<file path="config.mk">
export PLATFORM = sky130hd
export DESIGN_NAME = sys_cmd_ctrl
export DESIGN_NICKNAME = d
export VERILOG_FILES = /design/src/rtl/sys_cmd_ctrl_pkg.sv /design/src/rtl/sys_cmd_ctrl.sv
export SDC_FILE = /design/constraint.sdc
export NUM_CORES = 1
export LEC_CHECK = 0
export BUFFER_PORTS_ARGS = -buffer_cell sky130_fd_sc_hd__buf_2
export CAP_MARGIN = 20
export CORE_MARGIN = 3
export CORE_UTILIZATION = 54
export CTS_BUF_LIST = sky130_fd_sc_hd__clkbuf_4 sky130_fd_sc_hd__clkbuf_8
export DETAILED_ROUTE_END_ITERATION = 8
export PLACE_DENSITY = 0.86
export SKIP_LAST_GASP = 1
export SLEW_MARGIN = 15
export SYNTH_ARGS = -nofsm -noshare
export SYNTH_HDL_FRONTEND = slang
export SYNTH_SLANG_ARGS = --single-unit
</file>
<file path="constraint.sdc">
create_clock -name CLK -period 2 [get_ports CLK]
set_input_delay 0.1 -clock CLK [delete_from_list [all_inputs] [get_ports CLK]]
set_output_delay 0.1 -clock CLK [all_outputs]
set_load 0.05 [all_outputs]
</file>
<file path="src/rtl/sys_cmd_ctrl_pkg.sv">
// Shared definitions for the command sequencer: frame opcodes, the RF slots
// that receive ALU operands, and the sequencer state encoding.
package sys_cmd_ctrl_pkg;

    localparam logic [7:0] OPC_WR      = 8'hAA;
    localparam logic [7:0] OPC_RD      = 8'hBB;
    localparam logic [7:0] OPC_ALU_OP  = 8'hCC;
    localparam logic [7:0] OPC_ALU_NOP = 8'hDD;

    localparam int unsigned OPA_ADDR = 0;
    localparam int unsigned OPB_ADDR = 1;

    typedef enum logic [3:0] {
        ST_IDLE,
        ST_WR_ADDR,
        ST_WR_DATA,
        ST_RD_ADDR,
        ST_RD_WAIT,
        ST_OP_A,
        ST_OP_B,
        ST_ALU_FN,
        ST_ALU_WAIT,
        ST_TX_LSB,
        ST_TX_MSB,
        ST_TX_RD
    } state_t;

    // The ALU clock runs from the first operand byte until its result is back.
    function automatic logic clk_gate_on(input state_t s);
        return (s == ST_OP_A) || (s == ST_OP_B) || (s == ST_ALU_FN) || (s == ST_ALU_WAIT);
    endfunction

endpackage

</file>
<file path="src/rtl/sys_cmd_ctrl.sv">
// Command sequencer: parses RX command frames, drives RF / ALU strobes, pushes responses to TX FIFO.
// Strobes appear one cycle after the triggering byte or valid pulse; TX pushes stall while FIFO_FULL.
module sys_cmd_ctrl #(
    parameter int DATA_W = 8,
    parameter int ADDR_W = 4,
    parameter int FUN_W  = 4
) (
    input  logic                CLK,
    input  logic                RST,
    input  logic [DATA_W-1:0]   RX_P_DATA,
    input  logic                RX_D_VLD,
    input  logic [DATA_W-1:0]   RF_RdData,
    input  logic                RF_RdData_VLD,
    input  logic [2*DATA_W-1:0] ALU_OUT,
    input  logic                ALU_OUT_VLD,
    input  logic                FIFO_FULL,
    output logic [ADDR_W-1:0]   RF_Address,
    output logic                RF_WrEn,
    output logic                RF_RdEn,
    output logic [DATA_W-1:0]   RF_WrData,
    output logic                ALU_EN,
    output logic [FUN_W-1:0]    ALU_FUN,
    output logic                CLK_GATE_EN,
    output logic [DATA_W-1:0]   WR_DATA,
    output logic                WR_INC
);
    import sys_cmd_ctrl_pkg::*;

    state_t              state_q,       state_d;
    logic [ADDR_W-1:0]   rf_address_q,  rf_address_d;
    logic                rf_wren_q,     rf_wren_d;
    logic                rf_rden_q,     rf_rden_d;
    logic [DATA_W-1:0]   rf_wrdata_q,   rf_wrdata_d;
    logic                alu_en_q,      alu_en_d;
    logic [FUN_W-1:0]    alu_fun_q,     alu_fun_d;
    logic                clk_gate_en_q, clk_gate_en_d;
    logic [DATA_W-1:0]   wr_data_q,     wr_data_d;
    logic                wr_inc_q,      wr_inc_d;
    // Holds either the 16-bit ALU result or the zero-extended RF read byte.
    logic [2*DATA_W-1:0] result_q,      result_d;

    always_comb begin
        state_d       = state_q;
        rf_address_d  = rf_address_q;
        rf_wren_d     = 1'b0;
        rf_rden_d     = 1'b0;
        rf_wrdata_d   = rf_wrdata_q;
        alu_en_d      = 1'b0;
        alu_fun_d     = alu_fun_q;
        wr_data_d     = wr_data_q;
        wr_inc_d      = 1'b0;
        result_d      = result_q;

        case (state_q)
            ST_IDLE: begin
                if (RX_D_VLD) begin
                    if (RX_P_DATA == DATA_W'(OPC_WR))           state_d = ST_WR_ADDR;
                    else if (RX_P_DATA == DATA_W'(OPC_RD))      state_d = ST_RD_ADDR;
                    else if (RX_P_DATA == DATA_W'(OPC_ALU_OP))  state_d = ST_OP_A;
                    else if (RX_P_DATA == DATA_W'(OPC_ALU_NOP)) state_d = ST_ALU_FN;
                end
            end
            ST_WR_ADDR: begin
                if (RX_D_VLD) begin
                    rf_address_d = RX_P_DATA[ADDR_W-1:0];
                    state_d      = ST_WR_DATA;
                end
            end
            ST_WR_DATA: begin
                if (RX_D_VLD) begin
                    rf_wrdata_d = RX_P_DATA;
                    rf_wren_d   = 1'b1;
                    state_d     = ST_IDLE;
                end
            end
            ST_RD_ADDR: begin
                if (RX_D_VLD) begin
                    rf_address_d = RX_P_DATA[ADDR_W-1:0];
                    rf_rden_d    = 1'b1;
                    state_d      = ST_RD_WAIT;
                end
            end
            ST_RD_WAIT: begin
                if (RF_RdData_VLD) begin
                    result_d = {{DATA_W{1'b0}}, RF_RdData};
                    state_d  = ST_TX_RD;
                end
            end
            ST_OP_A: begin
                if (RX_D_VLD) begin
                    rf_address_d = ADDR_W'(OPA_ADDR);
                    rf_wrdata_d  = RX_P_DATA;
                    rf_wren_d    = 1'b1;
                    state_d      = ST_OP_B;
                end
            end
            ST_OP_B: begin
                if (RX_D_VLD) begin
                    rf_address_d = ADDR_W'(OPB_ADDR);
                    rf_wrdata_d  = RX_P_DATA;
                    rf_wren_d    = 1'b1;
                    state_d      = ST_ALU_FN;
                end
            end
            ST_ALU_FN: begin
                if (RX_D_VLD) begin
                    alu_fun_d = RX_P_DATA[FUN_W-1:0];
                    alu_en_d  = 1'b1;
                    state_d   = ST_ALU_WAIT;
                end
            end
            ST_ALU_WAIT: begin
                if (ALU_OUT_VLD) begin
                    result_d = ALU_OUT;
                    state_d  = ST_TX_LSB;
                end
            end
            ST_TX_LSB: begin
                if (!FIFO_FULL) begin
                    wr_data_d = result_q[DATA_W-1:0];
                    wr_inc_d  = 1'b1;
                    state_d   = ST_TX_MSB;
                end
            end
            ST_TX_MSB: begin
                if (!FIFO_FULL) begin
                    wr_data_d = result_q[2*DATA_W-1:DATA_W];
                    wr_inc_d  = 1'b1;
                    state_d   = ST_IDLE;
                end
            end
            ST_TX_RD: begin
                if (!FIFO_FULL) begin
                    wr_data_d = result_q[DATA_W-1:0];
                    wr_inc_d  = 1'b1;
                    state_d   = ST_IDLE;
                end
            end
            default: state_d = ST_IDLE;
        endcase

        // Registered from the next state so the gate tracks the state exactly.
        clk_gate_en_d = clk_gate_on(state_d);
    end

    always_ff @(posedge CLK or negedge RST) begin
        if (!RST) begin
            state_q       <= ST_IDLE;
            rf_address_q  <= '0;
            rf_wren_q     <= 1'b0;
            rf_rden_q     <= 1'b0;
            rf_wrdata_q   <= '0;
            alu_en_q      <= 1'b0;
            alu_fun_q     <= '0;
            clk_gate_en_q <= 1'b0;
            wr_data_q     <= '0;
            wr_inc_q      <= 1'b0;
            result_q      <= '0;
        end else begin
            state_q       <= state_d;
            rf_address_q  <= rf_address_d;
            rf_wren_q     <= rf_wren_d;
            rf_rden_q     <= rf_rden_d;
            rf_wrdata_q   <= rf_wrdata_d;
            alu_en_q      <= alu_en_d;
            alu_fun_q     <= alu_fun_d;
            clk_gate_en_q <= clk_gate_en_d;
            wr_data_q     <= wr_data_d;
            wr_inc_q      <= wr_inc_d;
            result_q      <= result_d;
        end
    end

    assign RF_Address  = rf_address_q;
    assign RF_WrEn     = rf_wren_q;
    assign RF_RdEn     = rf_rden_q;
    assign RF_WrData   = rf_wrdata_q;
    assign ALU_EN      = alu_en_q;
    assign ALU_FUN     = alu_fun_q;
    assign CLK_GATE_EN = clk_gate_en_q;
    assign WR_DATA     = wr_data_q;
    assign WR_INC      = wr_inc_q;

endmodule

</file>
==> impl_metrics.json, run 1 <==
{
  "clkPwrFrac": 0.157,
  "gr-total-overflow": 0,
  "timing.final.max_slew_violations": 0,
  "start_kind": "register",
  "p_sw_frac": 0.458,
  "grt_pass1_wl_mm": 8.43,
  "ant_nets": 0,
  "pwr-share-comb": 0.479,
  "syn_to_final_growth_pct": 20.8,
  "dr.first_iter.drc_count": 100,
  "leakagePower_nw": 1.50,
  "cap_violations": 0,
  "cp_cell_sequence": "buf_4 -> nand2_1 -> nor3_1 -> a211oi_2 -> nand3_2 -> mux2_1",
  "synth_nets": 256,
  "boundaryPins": 67,
  "hold-path-endpoint": "result_q[15]$_DFFE_PN0P_",
  "async_flop_share": 1.00,
  "portBuffers": 66,
  "antenna_found_initial": 0,
  "met2_length_mm": 2.36,
  "ys_ff_latch": 49,
  "cts_buffers": 5,
  "synth_compound_area_frac": 0.128,
  "setup_tns_ns": 0,
  "cts_tree": "done",
  "max_freq_ghz": 0.546,
  "hpwl_mm": 3.68,
  "route.detailed.drc": 0,
  "seq_area_frac_synth": 0.512,
  "start_util": 0.578,
  "holdPathStages": 3,
  "seqPwrFrac": 0.364,
  "die_y_um": 72.6,
  "netlist_area_um2": 2400,
  "synthSimpleGateAreaFrac": 0.178,
  "die-area_um2": 5270,
  "crit_family": "flip-flops",
  "critical-path-max-stage-delay_ns": 0.55,
  "finClkSkew_ns": 0.00658,
  "synth_cells": 218,
  "power.switching_w": 0.00213,
  "first_pass_iters": 4,
  "final_util": 0.699,
  "status": "finished clean",
  "first_global_vias": 1752,
  "yosysWarnings": 0,
  "cp_num_buf_inv": 1,
  "cp-end-kind": "register",
  "clk_latency_ns": 0.30,
  "fin_crit_ns": 1.83,
  "reg2reg_depth": 6,
  "yosysUniqueCellTypes": 46,
  "reg2reg_to": "CLK_GATE_EN$_DFF_PN0_",
  "layout_common_cells": "buf_2 (66), dfrtp_1 (48), nand2_1 (39)",
  "clock_sinks": 49,
  "final_layout_size_suffix_gt1_frac": 0.367,
  "power_w": 0.00466,
  "powerDensity_nw_per_um2": 1610,
  "grt_usage": 0.208,
  "clkSlewWorstSetupHoldPaths_ns": 0.09,
  "ir_worst_vdd_mv": 0.794,
  "layout_commonest_cell": "buf_2",
  "crit_slowest_cell": "dfrtp_1",
  "synth_top_family_by_area": "simple AND/OR/NAND/NOR gates",
  "fill_cells": 313,
  "rsz0062_at_grt": "false",
  "whs_ns": 0.0165,
  "post_drt_via_cell_ratio": 5.48,
  "finish.net_count": 326,
  "r2r_slack_ns": 0.17,
  "hp-start": "ALU_OUT[15]",
  "htreeDepth": 2,
  "cts-root-buf": "clkbuf_8",
  "path_max_fanout": 12,
  "synth-xor-area-share": 0.00731,
  "diodes": 0,
  "core_um2": 4140,
  "routed_wl_mm": 5.04,
  "p_int_w": 0.00253,
  "wl_per_cell_um": 14.9,
  "synth_fa_ha_area_frac": 0,
  "row_count": 23,
  "die_x_um": 72.6,
  "finalSetupViolCount": 0,
  "vias": 1858,
  "cp.arrival_ns": 2.02,
  "avgSynthCellArea_um2": 11.0,
  "critPathKind": "reg -> reg",
  "min_period_over_period": 0.916,
  "clock_path_buffers": 2,
  "hold_viol": 0,
  "reg2reg_from": "state_q[1]$_DFF_PN0_",
  "holdCritPathClass": "in -> reg",
  "wl_met3_um": 330,
  "ys.flop_type": "dfrtp_1",
  "wl_met1_mm": 2.26,
  "routed.top_layer": "met4",
  "synth_mux_area_frac": 0.140,
  "tightestPinTransition_ns": 0.861,
  "gp_congestion": 0.896,
  "relSlewSlack": 0.426,
  "required_ns": 2.19,
  "grt_max_degree": 41,
  "synth_edf_count": 0
}
## routing by layer
metal | vias to the layer above | global-route usage
li1 | 906 | -
met1 | 881 | 0.294
met2 | 63 | 0.314
met3 | 8 | 0.0523
met4 | 0 | 0.0676
met5 | - | 0
## registers in the layout, indices dropped and copies added (netlist names)
name / flops
result_q: 16
RF_WrData: 8
WR_DATA: 8
ALU_FUN: 4
RF_Address: 4
state_q: 4
ALU_EN: 1
CLK_GATE_EN: 1
RF_RdEn: 1
RF_WrEn: 1
WR_INC: 1
## power by group through the flow
stage,Sequential (W),Combinational (W),Clock [W]
floorplan,0.00240,0.00106,0
global placement,0.00168,0.00219,0
detailed placement,0.00171,0.00224,0
CTS,0.00169,0.00225,0.000746
global route,0.00175,0.00241,0.000775
finish,0.00170,0.00223,0.000731
## what timing repair did
action / in CTS / in global routing
hold buffers: 1 / 0
endpoints found under the hold margin: 38 / 0
resized for setup: 0 / 2
buffers inserted: 0 / 0
endpoints found under the setup margin: 0 / 16
## Yosys cell counts (2+ instances only)
cell type   n  area (um2)
dfrtp_1    49        1230
nand2_1    39         146
mux2i_1    16         160
o21ai_0    14        70.1
o21ai_1    13        65.1
nand3_1    11        55.1
mux2_4      8         120
nand2b_1    7        43.8
a21oi_1     4        20.0
buf_4       4        30.0
mux2_2      4        45.0
nand3b_1    4        30.0
a21o_1      3        22.5
buf_2       3        15.0
inv_1       3        11.3
nor3_1      3        15.0
buf_6       2        22.5
nor2_2      2        12.5
nor4bb_1    2        20.0
## per-stage QoR
step	cell area [um2]	worst slack [ns]	std cells
after CTS	2890	0.132	339
after floorplan	2400	0.349	218
final	2900	0.169	339
after global placement	2760	0.225	330
after global routing	2900	0.0582	339
after detailed placement	2760	0.148	330
## cell type report
cell class / instances / area, um2 / area share
Multi-Input combinational cell: 156 / 1090 / 0.376
Clock buffer: 6 / 82.6 / 0.0285
Clock inverter: 2 / 37.5 / 0.0130
Inverter: 3 / 11.3 / 0.00389
Tap cell: 50 / 62.6 / 0.0216
Sequential cell: 49 / 1230 / 0.424
Timing Repair Buffer: 73 / 385 / 0.133
## kinds of logic (layout without fill, tap and decap cells)
family,count (synthesis),after routing
buf+inv,13,84
compound gates,45,45
flops,49,49
simple gates,80,80
mux,29,29
xor+xnor,2,2
## tightest hold or removal path, cell delays in order
cell and delay (ns):
buf_2 0.08, nand3_1 0.05, nand2_1 0.06
## how the worst max path moves through the flow
stage,startpoint,endpoint,depth (start not counted)
detailed placement,state_q[2]$_DFF_PN0_,result_q[3]$_DFFE_PN0P_,4
CTS,state_q[2]$_DFF_PN0_,result_q[3]$_DFFE_PN0P_,4
global route,state_q[1]$_DFF_PN0_,RF_Address[0]$_DFFE_PN0P_,6
global placement,state_q[2]$_DFF_PN0_,result_q[0]$_DFFE_PN0P_,4
finish,state_q[1]$_DFF_PN0_,CLK_GATE_EN$_DFF_PN0_,6
floorplan,state_q[3]$_DFF_PN0_,CLK_GATE_EN$_DFF_PN0_,6
Power figures use the tool's default switching activity.
==> run 2, diff against run 1 <==
ABC_AREA = 1   (was not set)
==> impl_metrics.json, run 2 <==
{
  "finalSetupViolCount": 0,
  "htreeDepth": 2,
  "endpoint": "CLK_GATE_EN$_DFF_PN0_",
  "seqCellArea_um2": 1230,
  "path_max_fanout": 9,
  "yosysTopAreaCellShare": 0.495,
  "required_ns": 2.24,
  "netlist_area_um2": 2480,
  "holdCritPathClass": "in -> reg",
  "yosysWarnings": 0,
  "diodes": 0,
  "async_flop_share": 1.00,
  "synth_edf_count": 0,
  "portBuffers": 66,
  "vias": 2170,
  "syn_to_final_growth_pct": 19.9,
  "cts-root-buf": "clkbuf_8",
  "final_layout_size_suffix_gt1_frac": 0.304,
  "synth_commonest_cells": "nand2_1 (95), dfrtp_1 (49), nor2_1 (32)",
  "clock_sinks": 49,
  "grt_usage": 0.209,
  "layout_commonest_cell": "nand2_1",
  "first_pass_iters": 4,
  "cap_violations": 0,
  "row_count": 24,
  "cts_buffers": 5,
  "ant_nets": 0,
  "min_period_over_period": 0.783,
  "regMostFlops": "result_q",
  "yosysMostFrequentCell": "nand2_1",
  "critPathLaunch": "state_q[1]$_DFF_PN0_",
  "critPathKind": "reg -> reg",
  "max_freq_ghz": 0.639,
  "dr.first_iter.drc_count": 173,
  "gr-total-overflow": 0,
  "clkSlewWorstSetupHoldPaths_ns": 0.09,
  "synthTopCellsByArea": "dfrtp_1 (49%), nand2_1 (14%), nor2_1 (4.8%)",
  "postCtsResizedCells": 0,
  "seq_area_frac_synth": 0.495,
  "core_um2": 4380,
  "boundaryPins": 67,
  "cp.arrival_ns": 1.80,
  "status": "finished clean",
  "die-area_um2": 5440,
  "ys_ff_latch": 49,
  "clk_latency_ns": 0.30,
  "hold_viol": 0,
  "start_util": 0.565,
  "dp_cells": 412,
  "wl_per_cell_um": 12.8,
  "die_x_um": 73.7,
  "finish.net_count": 406,
  "post-synth-top-area-cell": "dfrtp_1",
  "yosysUniqueCellTypes": 31,
  "die_y_um": 73.7,
  "finClkSkew_ns": 0.00740,
  "ys.flop_type": "dfrtp_1",
  "routed_wl_mm": 5.38,
  "largest_register_ff_count": 16,
  "fill_cells": 360,
  "powerDensity_nw_per_um2": 1610,
  "leakagePower_nw": 1.55,
  "reg2reg_depth": 6,
  "setup_tns_ns": 0,
  "ir_worst_vdd_mv": 0.702,
  "rsz0062_at_grt": "false",
  "reg2reg_to": "CLK_GATE_EN$_DFF_PN0_",
  "reg2reg_from": "state_q[1]$_DFF_PN0_",
  "multi_input_area_um2": 1100,
  "hpwl_mm": 4.18,
  "start_kind": "register",
  "avgSynthCellArea_um2": 8.34,
  "synth_nets": 335,
  "tightestPinTransition_ns": 0.365,
  "grt_max_degree": 26,
  "synth_cells": 297,
  "cp-end-kind": "register",
  "route.detailed.drc": 0,
  "antenna_found_initial": 0,
  "post_drt_via_cell_ratio": 5.15,
  "layout.cells.non_filler": 421,
  "clock_path_buffers": 2,
  "grt_pass1_wl_mm": 8.91,
  "first_global_vias": 1962,
  "relSlewSlack": 0.755,
  "layout_common_cells": "nand2_1 (95), buf_2 (66), dfrtp_1 (49)",
  "fin_crit_ns": 1.57,
  "cts_tree": "done",
  "fin_ws_ns": 0.434,
  "gp_congestion": 0.912,
  "r2r_slack_ns": 0.43,
  "timing.final.max_slew_violations": 0,
  "pre_cts_ws_ns": 0.434
}
run 2: cell count changes in the layout (fill, tap and decap cells not counted), moves of 4 or more:
cell	before	now
nand2_4	0	4
nand3_1	11	19
o21ai_2	0	7
nor2_1	1	32
nand2_1	39	95
inv_2	0	5
mux2_4	8	0
o21ai_1	13	2
nand2b_1	7	0
mux2i_1	16	0
inv_1	3	17
mux2_2	4	0
nand3b_1	4	0
a31oi_1	1	16
run 2: worst min path at each step:
| stage | startpoint | slack, ns | end | cells after the start |
|---|---|---|---|---|
| 4_1_cts | ALU_OUT[14] | 0.02 | result_q[14]$_DFFE_PN0P_ | 3 |
| 6_report | ALU_OUT[14] | 0.02 | result_q[14]$_DFFE_PN0P_ | 3 |
| 3_5_place_dp | RST | -0.06 | RF_WrData[5]$_DFFE_PN0P_ | 1 |
| 5_1_grt | ALU_OUT[14] | 0.02 | result_q[14]$_DFFE_PN0P_ | 3 |
| 2_1_floorplan | RST | -0.20 | ALU_EN$_DFF_PN0_ | 0 |
| 3_3_place_gp | RST | -0.06 | RF_WrData[5]$_DFFE_PN0P_ | 1 |
run 2: metrics by stage:
stage / cell area [um2] / utilization / hold slack [ns] / total power (W)
after CTS: 2970 / 0.678 / 0.0151 / 0.00481
after floorplan: 2480 / - / -0.196 / 0.00356
after detailed placement: 2850 / 0.650 / -0.0623 / 0.00410
after global routing: 2970 / 0.678 / 0.0202 / 0.00509
after global placement: 2850 / 0.650 / -0.0642 / 0.00404
final: 2970 / 0.678 / 0.0200 / 0.00478
run 2: metal layers:
layer,global-route usage,routed length (um)
met1,0.296,2420
met2,0.328,2480
met3,0.0356,405
met4,0.0624,74
met5,0,0
run 2: kinds of logic after synthesis:
logic type | Yosys count | synth area share
simple gates | 170 | 0.324
buf+inv | 31 | 0.0606
flops | 49 | 0.495
compound gates | 47 | 0.121
run 2: report_power, final:
part | switching (W) | internal (W)
logic | 0.00179 | 0.000637
registers | 0.000256 | 0.00140
clock network | 0.000328 | 0.000375
run 2: critical path: stages (launching register included):
cell     delay, ns
dfrtp_1       0.44
nand2_1       0.15
nor3_1        0.36
inv_1         0.25
nand3_1       0.17
nand2_1       0.07
nand2_1       0.06
run 2: final cells by class:
type	count	share of cell area
Timing Repair Buffer	71	0.125
Sequential cell	49	0.413
Clock inverter	3	0.0147
Clock buffer	5	0.0232
Tap cell	52	0.0219
Multi-Input combinational cell	217	0.371
Inverter	24	0.0320
run 2: timing repair:
item,4_1_cts,5_1_grt
setup endpoints to repair,0,0
endpoints found under the hold margin,49,0
setup buffers,0,0
hold buffers,1,0
==> run 3, diff against run 2 <==
CORE_UTILIZATION = 49   (was 54)
PLACE_DENSITY = 0.82   (was 0.86)
clock period = 1.4 ns   (was 2 ns; I/O delays follow)
==> impl_metrics.json, run 3 (synthesis gave the netlist of run 2 again) <==
{
  "layout_common_cells": "nand2_1 (92), buf_2 (66), dfrtp_1 (47)",
  "die_x_um": 77.1,
  "gp_congestion": 0.889,
  "antenna_found_initial": 0,
  "path_max_fanout": 15,
  "cts-root-buf": "clkbuf_8",
  "die_y_um": 77.1,
  "cts_buffers": 5,
  "boundaryPins": 67,
  "finalSetupViolCount": 35,
  "finClkSkew_ns": 0.0114,
  "cpMostUsedCell": "nor2_4",
  "hp-start": "ALU_OUT[6]",
  "max_freq_ghz": 0.669,
  "grt_pass1_wl_mm": 10.2,
  "reg2reg_depth": 8,
  "cp_cell_sequence": "inv_2 -> nand2_4 -> nor2_4 -> nor2_4 -> a21oi_4 -> inv_6 -> nand2_1 -> o21ai_2",
  "reg2reg_from": "state_q[3]$_DFF_PN0_",
  "crit_family": "simple AND/OR/NAND/NOR gates",
  "hold-path-endpoint": "result_q[6]$_DFFE_PN0P_",
  "portBuffers": 66,
  "route.detailed.drc": 0,
  "routed_wl_mm": 6.62,
  "start_util": 0.514,
  "wl_per_cell_um": 14.4,
  "seqPwrFrac": 0.330,
  "die-area_um2": 5950,
  "syn_to_final_growth_pct": 36.7,
  "critPathKind": "reg -> reg",
  "clkPwrFrac": 0.115,
  "final_layout_size_suffix_gt1_frac": 0.383,
  "p_sw_frac": 0.506,
  "fin_crit_ns": 1.49,
  "violations": "setup timing",
  "fin_ws_ns": -0.0944,
  "min_period_over_period": 1.07,
  "critical-path-max-stage-delay_ns": 0.44,
  "first_pass_iters": 5,
  "timing.final.max_slew_violations": 0,
  "dr.first_iter.drc_count": 101,
  "clock_path_buffers": 2,
  "holdPathStages": 3,
  "pwr-share-comb": 0.555,
  "ir_worst_vdd_mv": 1.03,
  "powerDensity_nw_per_um2": 2170,
  "layout.cells.non_filler": 461,
  "relSlewSlack": 0.693,
  "clk_latency_ns": 0.31,
  "r2r_slack_ns": -0.09,
  "htreeDepth": 2,
  "dp_cells": 440,
  "first_global_vias": 2204,
  "power.switching_w": 0.00372,
  "vias": 2395,
  "final_util": 0.703,
  "largest_register_ff_count": 16,
  "holdCritPathClass": "in -> reg",
  "clock_sinks": 49,
  "grt_max_degree": 50,
  "cp_num_buf_inv": 2,
  "status": "finished, violations left",
  "gr-total-overflow": 0,
  "finish.net_count": 431,
  "layout_commonest_cell": "nand2_1",
  "tightestPinTransition_ns": 0.456,
  "cp-end-kind": "register",
  "row_count": 25,
  "required_ns": 1.60,
  "reg2reg_to": "RF_WrData[0]$_DFFE_PN0P_",
  "hpwl_mm": 4.30,
  "cap_violations": 0,
  "regMostFlops": "result_q",
  "hold_viol": 0,
  "diodes": 0,
  "rsz0062_at_grt": "true",
  "whs_ns": 0.00644,
  "start_kind": "register",
  "ant_nets": 0,
  "cp.arrival_ns": 1.69,
  "grt_usage": 0.214,
  "clkSlewWorstSetupHoldPaths_ns": 0.10,
  "leakagePower_nw": 1.71,
  "post_drt_via_cell_ratio": 5.20,
  "core_um2": 4820,
  "crit_slowest_cell": "dfrtp_1",
  "p_int_w": 0.00362,
  "cts_tree": "done"
}
-- run 3: cell types whose count changed in the layout (fill, tap and decap cells not counted), moves of 3 or more --
| cell | delta |
|---|---|
| buf_12 | +4 |
| buf_4 | +11 |
| clkbuf_16 | +3 |
| dlygate4sd3_1 | +7 |
| nand2_1 | -3 |
| nor2_1 | -10 |
| nor2_2 | +5 |
| nor2_4 | +5 |
| o21ai_0 | -3 |
-- run 3: worst reg2reg max path, cell delays in order, from the launching register on --
cell	delay (ns)
dfrtp_1	0.44
inv_2	0.12
nand2_4	0.10
nor2_4	0.20
nor2_4	0.09
a21oi_4	0.22
inv_6	0.10
nand2_1	0.09
o21ai_2	0.05
-- run 3: power groups by stage --
stage	Combinational, W	Clock, W	Sequential, W
global route	0.00437	0.000925	0.00249
detailed placement	0.00369	0	0.00238
floorplan	0.00151	0	0.00358
global placement	0.00361	0	0.00236
finish	0.00407	0.000844	0.00242
CTS	0.00379	0.000864	0.00236
-- run 3: worst max path at each step --
stage	startpoint	to	slack [ns]	depth (start not counted)
global route	state_q[2]$_DFF_PN0_	CLK_GATE_EN$_DFF_PN0_	-0.22	9
finish	state_q[3]$_DFF_PN0_	RF_WrData[0]$_DFFE_PN0P_	-0.09	8
global placement	state_q[2]$_DFF_PN0_	RF_WrData[3]$_DFFE_PN0P_	-0.05	8
floorplan	state_q[3]$_DFF_PN0_	RF_WrData[5]$_DFFE_PN0P_	-0.008	9
detailed placement	state_q[2]$_DFF_PN0_	CLK_GATE_EN$_DFF_PN0_	-0.07	9
CTS	state_q[2]$_DFF_PN0_	CLK_GATE_EN$_DFF_PN0_	-0.03	9
-- run 3: per-layer routing --
layer  GRT usage  wire, um  vias to the layer above
met4      0.0747       125                        0
met5           0         0                        -
met3      0.0376       421                       12
met2       0.364      3440                      105
met1       0.274      2640                     1118
li1            -         -                     1160
-- run 3: timing repair --
action / 4_1_cts / 5_1_grt
gates resized for setup: 10 / 25
endpoints found under the hold margin: 56 / 0
pin swaps: 6 / 3
cloned: 0 / 3
setup endpoints to repair: 14 / 36
buffers inserted: 1 / 1
hold buffers: 8 / 0
-- run 3: final cells by class --
type                       instances  area (um2)
inverter                          24         103
clock inverter                     3        21.3
clock buffer                       5        68.8
sequential                        49        1230
fill                             379        1430
multi-input combinational        217        1200
tap                               67        83.8
timing repair buffer              96         678
-- run 3: metrics by stage --
step	worst slack (ns)	total power (W)	area, um2	TNS, ns
2_1_floorplan	-0.00807	0.00509	2480	-0.0161
3_3_place_gp	-0.0501	0.00597	3020	-0.407
3_5_place_dp	-0.0748	0.00607	3020	-0.568
4_1_cts	-0.0328	0.00701	3220	-0.207
5_1_grt	-0.215	0.00778	3390	-5.00
6_report	-0.0944	0.00734	3390	-1.71
